--- src/rtl/serial_add_pkg.sv ---
// serial_add_pkg: shared FSM state type and default operand width for the serial adder
package serial_add_pkg;
  typedef enum logic [1:0] {IDLE, SHIFT, DONE} state_t;
  localparam int DEFAULT_WIDTH = 8;
endpackage

--- src/rtl/serial_fa.sv ---
// serial_fa: 1-bit combinational full adder used once per shifted bit
module serial_fa (
  input  logic a,
  input  logic b,
  input  logic ci,
  output logic s,
  output logic co
);
  assign s  = a ^ b ^ ci;
  assign co = (a & b) | (a & ci) | (b & ci);
endmodule

--- src/rtl/serial_add_ctrl.sv ---
// serial_add_ctrl: bit-serial adder, LSB first, WIDTH+1 cycle latency; SERIAL_ADD_OVF_EN adds a signed-overflow output
module serial_add_ctrl
  import serial_add_pkg::*;
#(
  parameter int WIDTH = DEFAULT_WIDTH
) (
  input  logic             clk,
  input  logic             reset,
  input  logic             start,
  input  logic             clear,
  input  logic [WIDTH-1:0] a,
  input  logic [WIDTH-1:0] b,
  input  logic             cin,
  output logic             busy,
  output logic             done,
  output logic [WIDTH-1:0] sum,
  output logic             cout
`ifdef SERIAL_ADD_OVF_EN
  ,
  output logic             ovf
`endif
);
  localparam int CW = $clog2(WIDTH);

  state_t           state, state_nxt;
  logic [WIDTH-1:0] a_sh, b_sh, s_sh;
  logic [CW-1:0]    cnt;
  logic             carry, s, co, last, load, step;

  serial_fa u_fa (.a(a_sh[0]), .b(b_sh[0]), .ci(carry), .s(s), .co(co));

  assign last = cnt == CW'(WIDTH - 1);
  assign load = !clear && state != SHIFT && start;
  assign step = !clear && state == SHIFT;
  assign busy = state == SHIFT;
  assign done = state == DONE;

  // state register
  always_ff @(posedge clk or negedge reset) begin
    if (!reset) state <= IDLE;
    else state <= state_nxt;
  end

  // next state: clear wins, SHIFT runs to the last bit, IDLE and DONE both accept start
  always_comb begin
    state_nxt = state;
    state_nxt = clear ? IDLE :
                state == SHIFT ? (last ? DONE : SHIFT) :
                start ? SHIFT : IDLE;
  end

  // operand load, per-bit shift/add and result transfer on the final bit
  always_ff @(posedge clk or negedge reset) begin
    if (!reset) begin
      a_sh  <= '0;
      b_sh  <= '0;
      s_sh  <= '0;
      carry <= 1'b0;
      cnt   <= '0;
      sum   <= '0;
      cout  <= 1'b0;
`ifdef SERIAL_ADD_OVF_EN
      ovf   <= 1'b0;
`endif
    end else if (load) begin
      a_sh  <= a;
      b_sh  <= b;
      carry <= cin;
      cnt   <= '0;
    end else if (step) begin
      a_sh  <= a_sh >> 1;
      b_sh  <= b_sh >> 1;
      s_sh  <= {s, s_sh[WIDTH-1:1]};
      carry <= co;
      cnt   <= last ? '0 : cnt + CW'(1);
      if (last) begin
        sum  <= {s, s_sh[WIDTH-1:1]};
        cout <= co;
`ifdef SERIAL_ADD_OVF_EN
        ovf  <= carry ^ co;
`endif
      end
    end
  end
endmodule
--- config.mk ---
export PLATFORM = sky130hd
export DESIGN_NAME = serial_add_ctrl
export DESIGN_NICKNAME = d
export VERILOG_FILES = /design/src/rtl/serial_add_pkg.sv /design/src/rtl/serial_fa.sv /design/src/rtl/serial_add_ctrl.sv
export SDC_FILE = /design/constraint.sdc
export NUM_CORES = 1
export LEC_CHECK = 0
export BUFFER_PORTS_ARGS = -buffer_cell sky130_fd_sc_hd__buf_2
export CORE_ASPECT_RATIO = 1.4
export CORE_MARGIN = 2
export CORE_UTILIZATION = 38
export CTS_CLUSTER_DIAMETER = 80
export CTS_CLUSTER_SIZE = 24
export DETAILED_ROUTE_END_ITERATION = 6
export PLACE_DENSITY = 0.57
export SLEW_MARGIN = 20
export SYNTH_ARGS = -nofsm -noshare
export SYNTH_HDL_FRONTEND = slang
export SYNTH_SLANG_ARGS = --single-unit
export TNS_END_PERCENT = 50
--- constraint.sdc ---
create_clock -name clk -period 1.6 [get_ports clk]
set_input_delay 0 -clock clk [delete_from_list [all_inputs] [get_ports clk]]
set_output_delay 0 -clock clk [all_outputs]
set_load 0.01 [all_outputs]
==> results of run 1 <==
[repair_timing]
item / CTS / global route
buffers inserted: 0 / 0
endpoints found under the hold margin: 45 / 0
hold buffers: 6 / 0
[cells in the final DEF (no fill, tap or decap), drive strengths merged]
cell	synthesis	final
dfrtp	38	38
inv	1	1
mux2	17	17
clkbuf	6	6
a21oi	1	1
nor3b	2	2
and2	1	1
nand2	1	1
fa	1	1
ha	3	3
a31oi	15	15
a22o	4	4
o21bai	1	1
nand2b	2	2
buf	5	39
nor2b	1	1
o2bb2ai	15	15
clkinvlp	0	1
dlygate4sd3	0	6
nor3	1	1
clkinv	0	1
and3b	15	15
[flip-flops by register name, indices dropped and copies added (netlist names)]
signal and flops:
state 2, cout 1, cnt 3, s_sh 7, a_sh 8, sum 8, b_sh 8, carry 1
[final cells by class]
type	instances	area [sq um]	area share [%]
multi-input combinational	80	758	35.1
tap	62	77.6	3.59
timing repair buffer	45	275	12.7
inverter	1	3.75	0.174
clock buffer	6	82.6	3.82
sequential	38	951	44.0
clock inverter	2	12.5	0.579
[metal layers]
layer | share of wire [%] | vias to the layer above | GRT usage (%)
met4 | 0.81 | 0 | 4.64
met2 | 53 | 27 | 26.4
met3 | 3.2 | 4 | 3.66
met1 | 43 | 602 | 17.5
met5 | 0 | - | 0
li1 | - | 571 | -
[power groups by stage]
| stage | Clock, uW | Combinational [uW] | Sequential [uW] |
|---|---|---|---|
| finish | 676 | 378 | 1240 |
| global route | 740 | 421 | 1260 |
| CTS | 705 | 386 | 1240 |
| detailed placement | 0 | 374 | 1260 |
| global placement | 0 | 356 | 1250 |
| floorplan | 0 | 266 | 1220 |
[how the worst min path moves through the flow]
stage,from,slack [ns],to
final,a[6],0.005,a_sh[6]
after global routing,b[1],0.01,b_sh[1]
after CTS,a[6],0.001,a_sh[6]
after detailed placement,reset,0.08,sum[5]
after global placement,reset,0.07,sum[7]
after floorplan,reset,-0.30,a_sh[0]
[cell families after synthesis]
family / count (synthesis) / synth area share (%)
adders and majority gates: 4 / 3.24
buffers and inverters: 12 / 3.87
and+or+nand+nor: 23 / 11.3
AOI/OAI and AO/OA: 36 / 15.4
muxes: 17 / 12.7
DFF: 38 / 53.5
[through the flow]
stage / total power [uW] / cells / area (sq um) / setup slack [ns]
6_report: 2300 / 234 / 2160 / 0.181
5_1_grt: 2430 / 234 / 2160 / 0.126
4_1_cts: 2330 / 234 / 2160 / 0.176
3_5_place_dp: 1630 / 220 / 2010 / 0.178
3_3_place_gp: 1610 / 220 / 2010 / 0.227
2_1_floorplan: 1490 / 130 / 1780 / 0.0669
[worst min-delay path: cells and delay by family]
kind / cells / cell delay (ns)
buf+inv: 1 / 0.08
compound gates: 2 / 0.18
==> impl_metrics.yaml, run 1 <==
status:
  outcome: "finished, final reports clean"
route:
  drc_errors: 0
  via_per_inst: 5.15
  totalWireLength_mm: 3.56
  first_iter_violations: 17
  wire_per_inst_microns: 15.2
  ant_nets: 0
  drtPass1Iterations: 4
  vias: 1204
synthesis:
  synth.top_cell.area_share_pct: 53.5
  synth.most_common_cell: "dfrtp_1"
  ys_top_cells_by_area: "dfrtp_1, mux2_4, o2bb2ai_1"
  syn_area_per_cell_sq_um: 13.7
  synth_common_cells: "dfrtp_1, a31oi_1, o2bb2ai_1"
  synth_edf_count: 0
  synth_warnings: 0
  synth-main-ff-cell: "dfrtp_1"
  yosysUniqueCellTypes: 25
  synthCells: 130
  synth_top_area_cell: "dfrtp_1"
  synth_seq_cells: 38
  async_reset_ff_share_pct: 100
  synth_area_sq_um: 1780
  ys_seq_area_share_pct: 53.5
  syn-num-nets: 155
place:
  dp_hpwl_mm: 2.52
  gp_congestion: 0.724
  port-buffer-count: 31
grt:
  track_usage_pct: 15.1
  grt_max_degree: 39
  grt_antenna_before_repair: 0
  grt_pass1_vias: 1292
  grt_pass1_wl_mm: 5.95
  overflow: 0
die:
  rows: 29
  die_y_microns: 84.9
  ios: 32
  dieArea_sq_um: 5250
  core_area_sq_um: 4540
  start_util_pct: 39.2
  die_x_microns: 61.8
critical_path:
  cp-start-kind: "flip-flop"
  reg2reg_slack_ns: 0.18
  reg2reg_from: "cnt[0]"
  max_stage_delay_ns: 0.40
  critical_path_buf_inv_count: 0
  cp-startpoint: "cnt[0]"
  crit_slowest_cell: "dfrtp_1"
  required_ns: 1.77
  cp-end-kind: "flip-flop"
  path_cells: "ha_1 -> ha_1 -> and2_4 -> mux2_4"
  crit_family: "adder cells"
  cp.depth: 4
  cpMostUsedCell: "ha_1"
  rr_worst_depth: 4
  path_class: "reg2reg"
  cp_max_fo: 10
  endpoint: "cout"
  r2r_end: "cout"
  cp.arrival_ns: 1.59
clock_tree:
  clockBufferDepth: 2
  cts_max_level: 2
  numClockSinks: 38
  cts.clk_slew.worst_paths_ns: 0.08
  cts_buffers: 5
  root_buffer: "clkbuf_8"
  cts_resized: 0
  clk_latency_ns: 0.29
  cts_tree: "done"
timing:
  tightest_slew_ns: 0.477
  finClkSkew_ns: 0.00766
  max_clock_freq_mhz: 704
  drv_slew: 0
  whs_ns: 0.00503
  slew_headroom_pct: 68.2
  hold_viol: 0
  setup_violations: 0
  min_period_ns: 1.42
  fin_crit_sh_pct: 88.7
  rsz0062_at_grt: "no"
  tns_ns: 0
cells_and_area:
  syn_to_final_growth_pct: 21.5
  final_layout_size_suffix_gt1_share_pct: 42.4
  num_antenna_cells: 0
  fillCellCount: 427
  utilization_pct: 47.6
  nets: 196
hold_path:
  min_path_type: "in2reg"
  hold_depth: 3
pwr:
  vdd_drop_max_mv: 0.554
  combPwrFrac_pct: 16.5
  switchingPower_uw: 601
  internal_power_uw: 1690
  p_seq_share_pct: 54.1
  pwr-share-clk_pct: 29.4
  power_leakage_uw: 0.00106
  power_density_nw_per_um2: 1060
  swShare_pct: 26.2
job:
  drv_cap: 0
(Power assumes the default switching activity.)
==> run 2, diff against run 1 <==
CORE_UTILIZATION = 49   (was 38)
PLACE_DENSITY = 0.71   (was 0.57)
SYNTH_HIERARCHICAL = 1   (was default)
==> impl_metrics.yaml, run 2 <==
synthesis:
  synth.most_common_cell: "dfrtp_1"
  ys_seq_area_share_pct: 53.5
  yosysUniqueCellTypes: 23
  synth_top_area_cell: "dfrtp_1"
  ys_top_cells_by_area: "dfrtp_1, mux2_4, o2bb2ai_1"
  synth_seq_cells: 38
  synth_compound_area_share_pct: 15.6
  synth_common_cells: "dfrtp_1, a31oi_1, o2bb2ai_1"
  syn_area_per_cell_sq_um: 13.9
  synth_xor_area_share_pct: 0
  synth_edf_count: 0
  syn-num-nets: 153
  synth.top_cell.area_share_pct: 53.5
  synth_top_family_by_area: "compound AO/OA/AOI/OAI gates"
  synthAdderAreaFrac_pct: 3.24
  synth_warnings: 6
  synthMuxAreaShare_pct: 12.7
  synth_area_sq_um: 1780
  synth-main-ff-cell: "dfrtp_1"
  async_reset_ff_share_pct: 100
  synth_simple_gate_area_share_pct: 10.8
  synthCells: 128
clock_tree:
  cts_max_level: 2
  numClockSinks: 38
  postCtsSetupBuffers: 0
  clockBufferDepth: 2
  ctsHoldBuffers: 3
  cts_tree: "done"
  cts_resized: 0
  root_buffer: "clkbuf_8"
  clk_latency_ns: 0.29
  cts_buffers: 5
  cts.clk_slew.worst_paths_ns: 0.07
die:
  start_util_pct: 52.1
  dieArea_sq_um: 4130
  rows: 25
  die_y_microns: 75.2
  die_x_microns: 54.9
  core_area_sq_um: 3410
  ios: 32
grt:
  grt_antenna_before_repair: 0
  grt_pass1_vias: 1280
  grt_max_degree: 39
  overflow: 0
  grt_util_met1_pct: 25.2
  grt_use_met2_pct: 34.0
  track_usage_pct: 20.3
  grt_util_met3_pct: 3.57
  grt_pass1_wl_mm: 6.00
  busiest_layer: "met2"
place:
  pre_cts_slack_ns: 0.164
  gp_congestion: 0.691
  dp_hpwl_mm: 2.35
  port-buffer-count: 31
timing:
  min_period_ns: 1.44
  fin_crit_sh_pct: 89.9
  tightest_slew_ns: 0.478
  finClkSkew_ns: 0.00438
  setup_violations: 0
  max_clock_freq_mhz: 695
  hold_viol: 0
  drv_slew: 0
  fin_ws_ns: 0.162
  slew_headroom_pct: 68.1
  rsz0062_at_grt: "no"
  tns_ns: 0
critical_path:
  cp_max_fo: 10
  cp-end-kind: "flip-flop"
  crit_slowest_cell: "dfrtp_1"
  path_class: "reg2reg"
  cp-start-kind: "flip-flop"
  cp.arrival_ns: 1.61
  rr_worst_depth: 3
  reg2reg_slack_ns: 0.16
  r2r_end: "sum[3]"
  crit_family: "simple AND/OR/NAND/NOR gates"
  required_ns: 1.77
  critical_path_buf_inv_count: 0
  reg2reg_from: "state[0]"
  path_cells: "nor3b_4 -> and2_4 -> mux2_4"
  max_stage_delay_ns: 0.47
hold_path:
  worstHoldStart: "a[0]"
  hold_depth: 3
  hold_end: "a_sh[0]"
  min_path_type: "in2reg"
cells_and_area:
  most-common-layout-cells: "dfrtp_1, buf_2, a31oi_1, o2bb2ai_1"
  reg_top3: "a_sh: 8 flops, b_sh: 8 flops, sum: 8 flops"
  final_layout_size_suffix_gt1_share_pct: 42.8
  utilization_pct: 61.1
  fillCellCount: 286
  num_antenna_cells: 0
  nets: 190
  syn_to_final_growth_pct: 17.3
  layout_commonest_cell: "dfrtp_1"
route:
  wire_per_inst_microns: 16.6
  drtPass1Iterations: 4
  via_per_inst: 5.93
  ant_nets: 0
  vias: 1221
  totalWireLength_mm: 3.42
  drc_errors: 0
  first_iter_violations: 26
status:
  outcome: "finished, final reports clean"
pwr:
  vdd_drop_max_mv: 0.659
  power_leakage_uw: 0.00103
  power_density_nw_per_um2: 1100
job:
  drv_cap: 0
run 2: cell count changes in the layout (fill, tap and decap cells not counted), sizes merged:
cell	change
dlygate4sd3	-3
buf	-1
nand2	-1
clkinvlp	-1
nand2b	-1
clkbuf	+1
run 2: layout make-up:
| type | instances | area [sq um] | share of cell area (%) |
|---|---|---|---|
| Tap cell | 40 | 50.0 | 2.40 |
| Timing Repair Buffer | 41 | 238 | 11.4 |
| Multi-Input combinational cell | 78 | 751 | 36.0 |
| Sequential cell | 38 | 951 | 45.6 |
| Inverter | 1 | 3.75 | 0.180 |
| Clock buffer | 7 | 86.3 | 4.14 |
| Clock inverter | 1 | 5.00 | 0.240 |
run 2: power by group:
part	leakage [uW]	switching, uW	internal, uW
combinational	0.000491	156	220
clock	0.0000482	322	347
sequential	0.000494	118	1140
total	0.00103	596	1700
run 2: routing by layer:
metal | part of all wire (%) | wire, microns | vias up
li1 | - | - | 559
met1 | 42 | 1450 | 625
met2 | 52 | 1800 | 30
met3 | 3.2 | 111 | 7
met4 | 2.0 | 69 | 0
met5 | 0 | 0 | -
run 2: worst register-to-register path: stages (launching register included):
cell     delay, ns
dfrtp_1       0.47
nor3b_4       0.24
and2_4        0.28
mux2_4        0.33
run 2: worst max-delay path by stage:
stage,slack (ns),start,cells past startpoint,endpoint
floorplan,0.07,state[1],4,cout
global placement,0.23,cnt[0],4,cout
detailed placement,0.16,state[0],3,sum[3]
CTS,0.15,state[0],3,sum[3]
global route,0.08,state[0],3,sum[3]
finish,0.16,state[0],3,sum[3]
run 2: cells by family (layout without fill, tap and decap cells):
| logic type | after synthesis | after routing |
|---|---|---|
| AOI/OAI and AO/OA | 36 | 36 |
| adders and majority gates | 4 | 4 |
| buffers and inverters | 12 | 50 |
| DFF | 38 | 38 |
| muxes | 17 | 17 |
| and+or+nand+nor | 21 | 21 |
run 2: per-stage QoR:
stage	cells	power, uW	hold slack (ns)	instance area (sq um)
floorplan	128	1510	-0.296	1780
detailed placement	195	1650	0.0754	1960
CTS	206	2330	0.00666	2080
global route	206	2440	0.0163	2080
finish	206	2300	0.00873	2080
global placement	195	1610	0.0669	1960
==> run 3, diff against run 2 <==
CORE_ASPECT_RATIO = default   (was 1.4)
==> impl_metrics.yaml, run 3 (same netlist as run 2, synthesis figures left out) <==
timing:
  whs_ns: 0.175
  min_period_ns: 1.42
  max_clock_freq_mhz: 705
  fin_crit_sh_pct: 88.7
  drv_slew: 0
  hold_viol: 0
  tns_ns: 0
  slew_headroom_pct: 64.4
  tightest_slew_ns: 0.533
  setup_violations: 0
  finClkSkew_ns: 0.00539
  rsz0062_at_grt: "no"
critical_path:
  cp.arrival_ns: 1.66
  required_ns: 1.84
  path_class: "reg2reg"
  cp_max_fo: 10
  cp-start-kind: "flip-flop"
  cp-end-kind: "flip-flop"
place:
  place_inst: 202
  dp_hpwl_mm: 2.32
  port-buffer-count: 31
  gp_congestion: 0.744
die:
  ios: 32
  rows: 21
  die_x_microns: 64.2
  start_util_pct: 52.0
  dieArea_sq_um: 4120
  die_y_microns: 64.2
  core_area_sq_um: 3420
grt:
  overflow: 0
  grt_pass1_wl_mm: 6.21
  grt_antenna_before_repair: 0
  grt_pass1_vias: 1247
  grt_max_degree: 39
  track_usage_pct: 20.1
route:
  first_iter_violations: 70
  wire_per_inst_microns: 15.7
  vias: 1263
  ant_nets: 0
  drc_errors: 0
  via_per_inst: 5.52
  totalWireLength_mm: 3.60
  drtPass1Iterations: 4
cells_and_area:
  reg_top3: "a_sh: 8 flops, b_sh: 8 flops, sum: 8 flops"
  num_antenna_cells: 0
  nets: 207
  final_layout_size_suffix_gt1_share_pct: 39.3
  layout.cells.non_filler: 229
  most-common-layout-cells: "dfrtp_1, buf_2, dlygate4sd3_1, a31oi_1, o2bb2ai_1"
  layout_commonest_cell: "dfrtp_1"
  syn_to_final_growth_pct: 25.8
job:
  drv_cap: 0
clock_tree:
  cts_max_level: 2
  numClockSinks: 38
  cts.clk_slew.worst_paths_ns: 0.11
  root_buffer: "clkbuf_4"
  cts_buffers: 5
  postCtsSetupBuffers: 0
  clockBufferDepth: 2
  clk_latency_ns: 0.34
  cts_tree: "done"
status:
  outcome: "finished, final reports clean"
pwr:
  power_density_nw_per_um2: 972
  power_leakage_uw: 0.00109
  vdd_drop_max_mv: 0.557
hold_path:
  min_path_type: "in2reg"
-- run 3: layout make-up --
cell class                      instances  area (sq um)
Clock buffer                            7          55.1
Clock inverter                          1          5.00
Fill cell                             278          1180
Inverter                                1          3.75
Multi-Input combinational cell         78           758
Sequential cell                        38           951
Tap cell                               46          57.6
Timing Repair Buffer                   58           405
-- run 3: through the flow --
stage                     utilization, %  setup slack [ns]  area (sq um)  power, uW
final                               65.5             0.182          2240       2170
after global routing                65.5             0.122          2240       2330
after CTS                           65.5             0.183          2240       2210
after detailed placement            57.9           -0.0439          1980       1650
after global placement              57.9            0.0385          1980       1620
after floorplan                        -            0.0670          1780       1510
-- run 3: path summary, 6_finish.rpt --
kind                            startpoint      end  slack [ns]  cells past startpoint
max in group asynchronous            reset  a_sh[1]        1.05                      3
worst max register to register      cnt[0]   sum[3]        0.18                      4
worst max-delay path                cnt[0]   sum[3]        0.18                      4
min in group asynchronous            reset  s_sh[6]        0.22                      3
worst min register to register     a_sh[3]  a_sh[3]        0.50                      1
worst min-delay path                 start  b_sh[0]        0.18                      3
-- run 3: power by group --
group	internal [uW]	total (uW)	switching [uW]
combinational	248	411	163
sequential	1130	1250	116
clock	213	512	299
total	1600	2170	578
-- run 3: worst max-delay path: stages, from the launching register on --
cell     delay [ns]
dfrtp_1        0.41
ha_1           0.22
ha_1           0.17
and2_4         0.20
mux2_4         0.31
-- run 3: layer usage --
layer	share of wire [%]	global-route usage (%)	vias to the layer above
met1	44	25.3	632
met3	4.2	5.81	7
li1	-	-	593
met4	1.8	7.98	0
met2	50	32.7	31
met5	0	0	-
-- run 3: timing repair --
item                                    in CTS  in global routing
endpoints found under the setup margin       6                  0
hold buffers                                19                  0
hold endpoints to repair                    55                  0
gates resized for setup                      1                  0
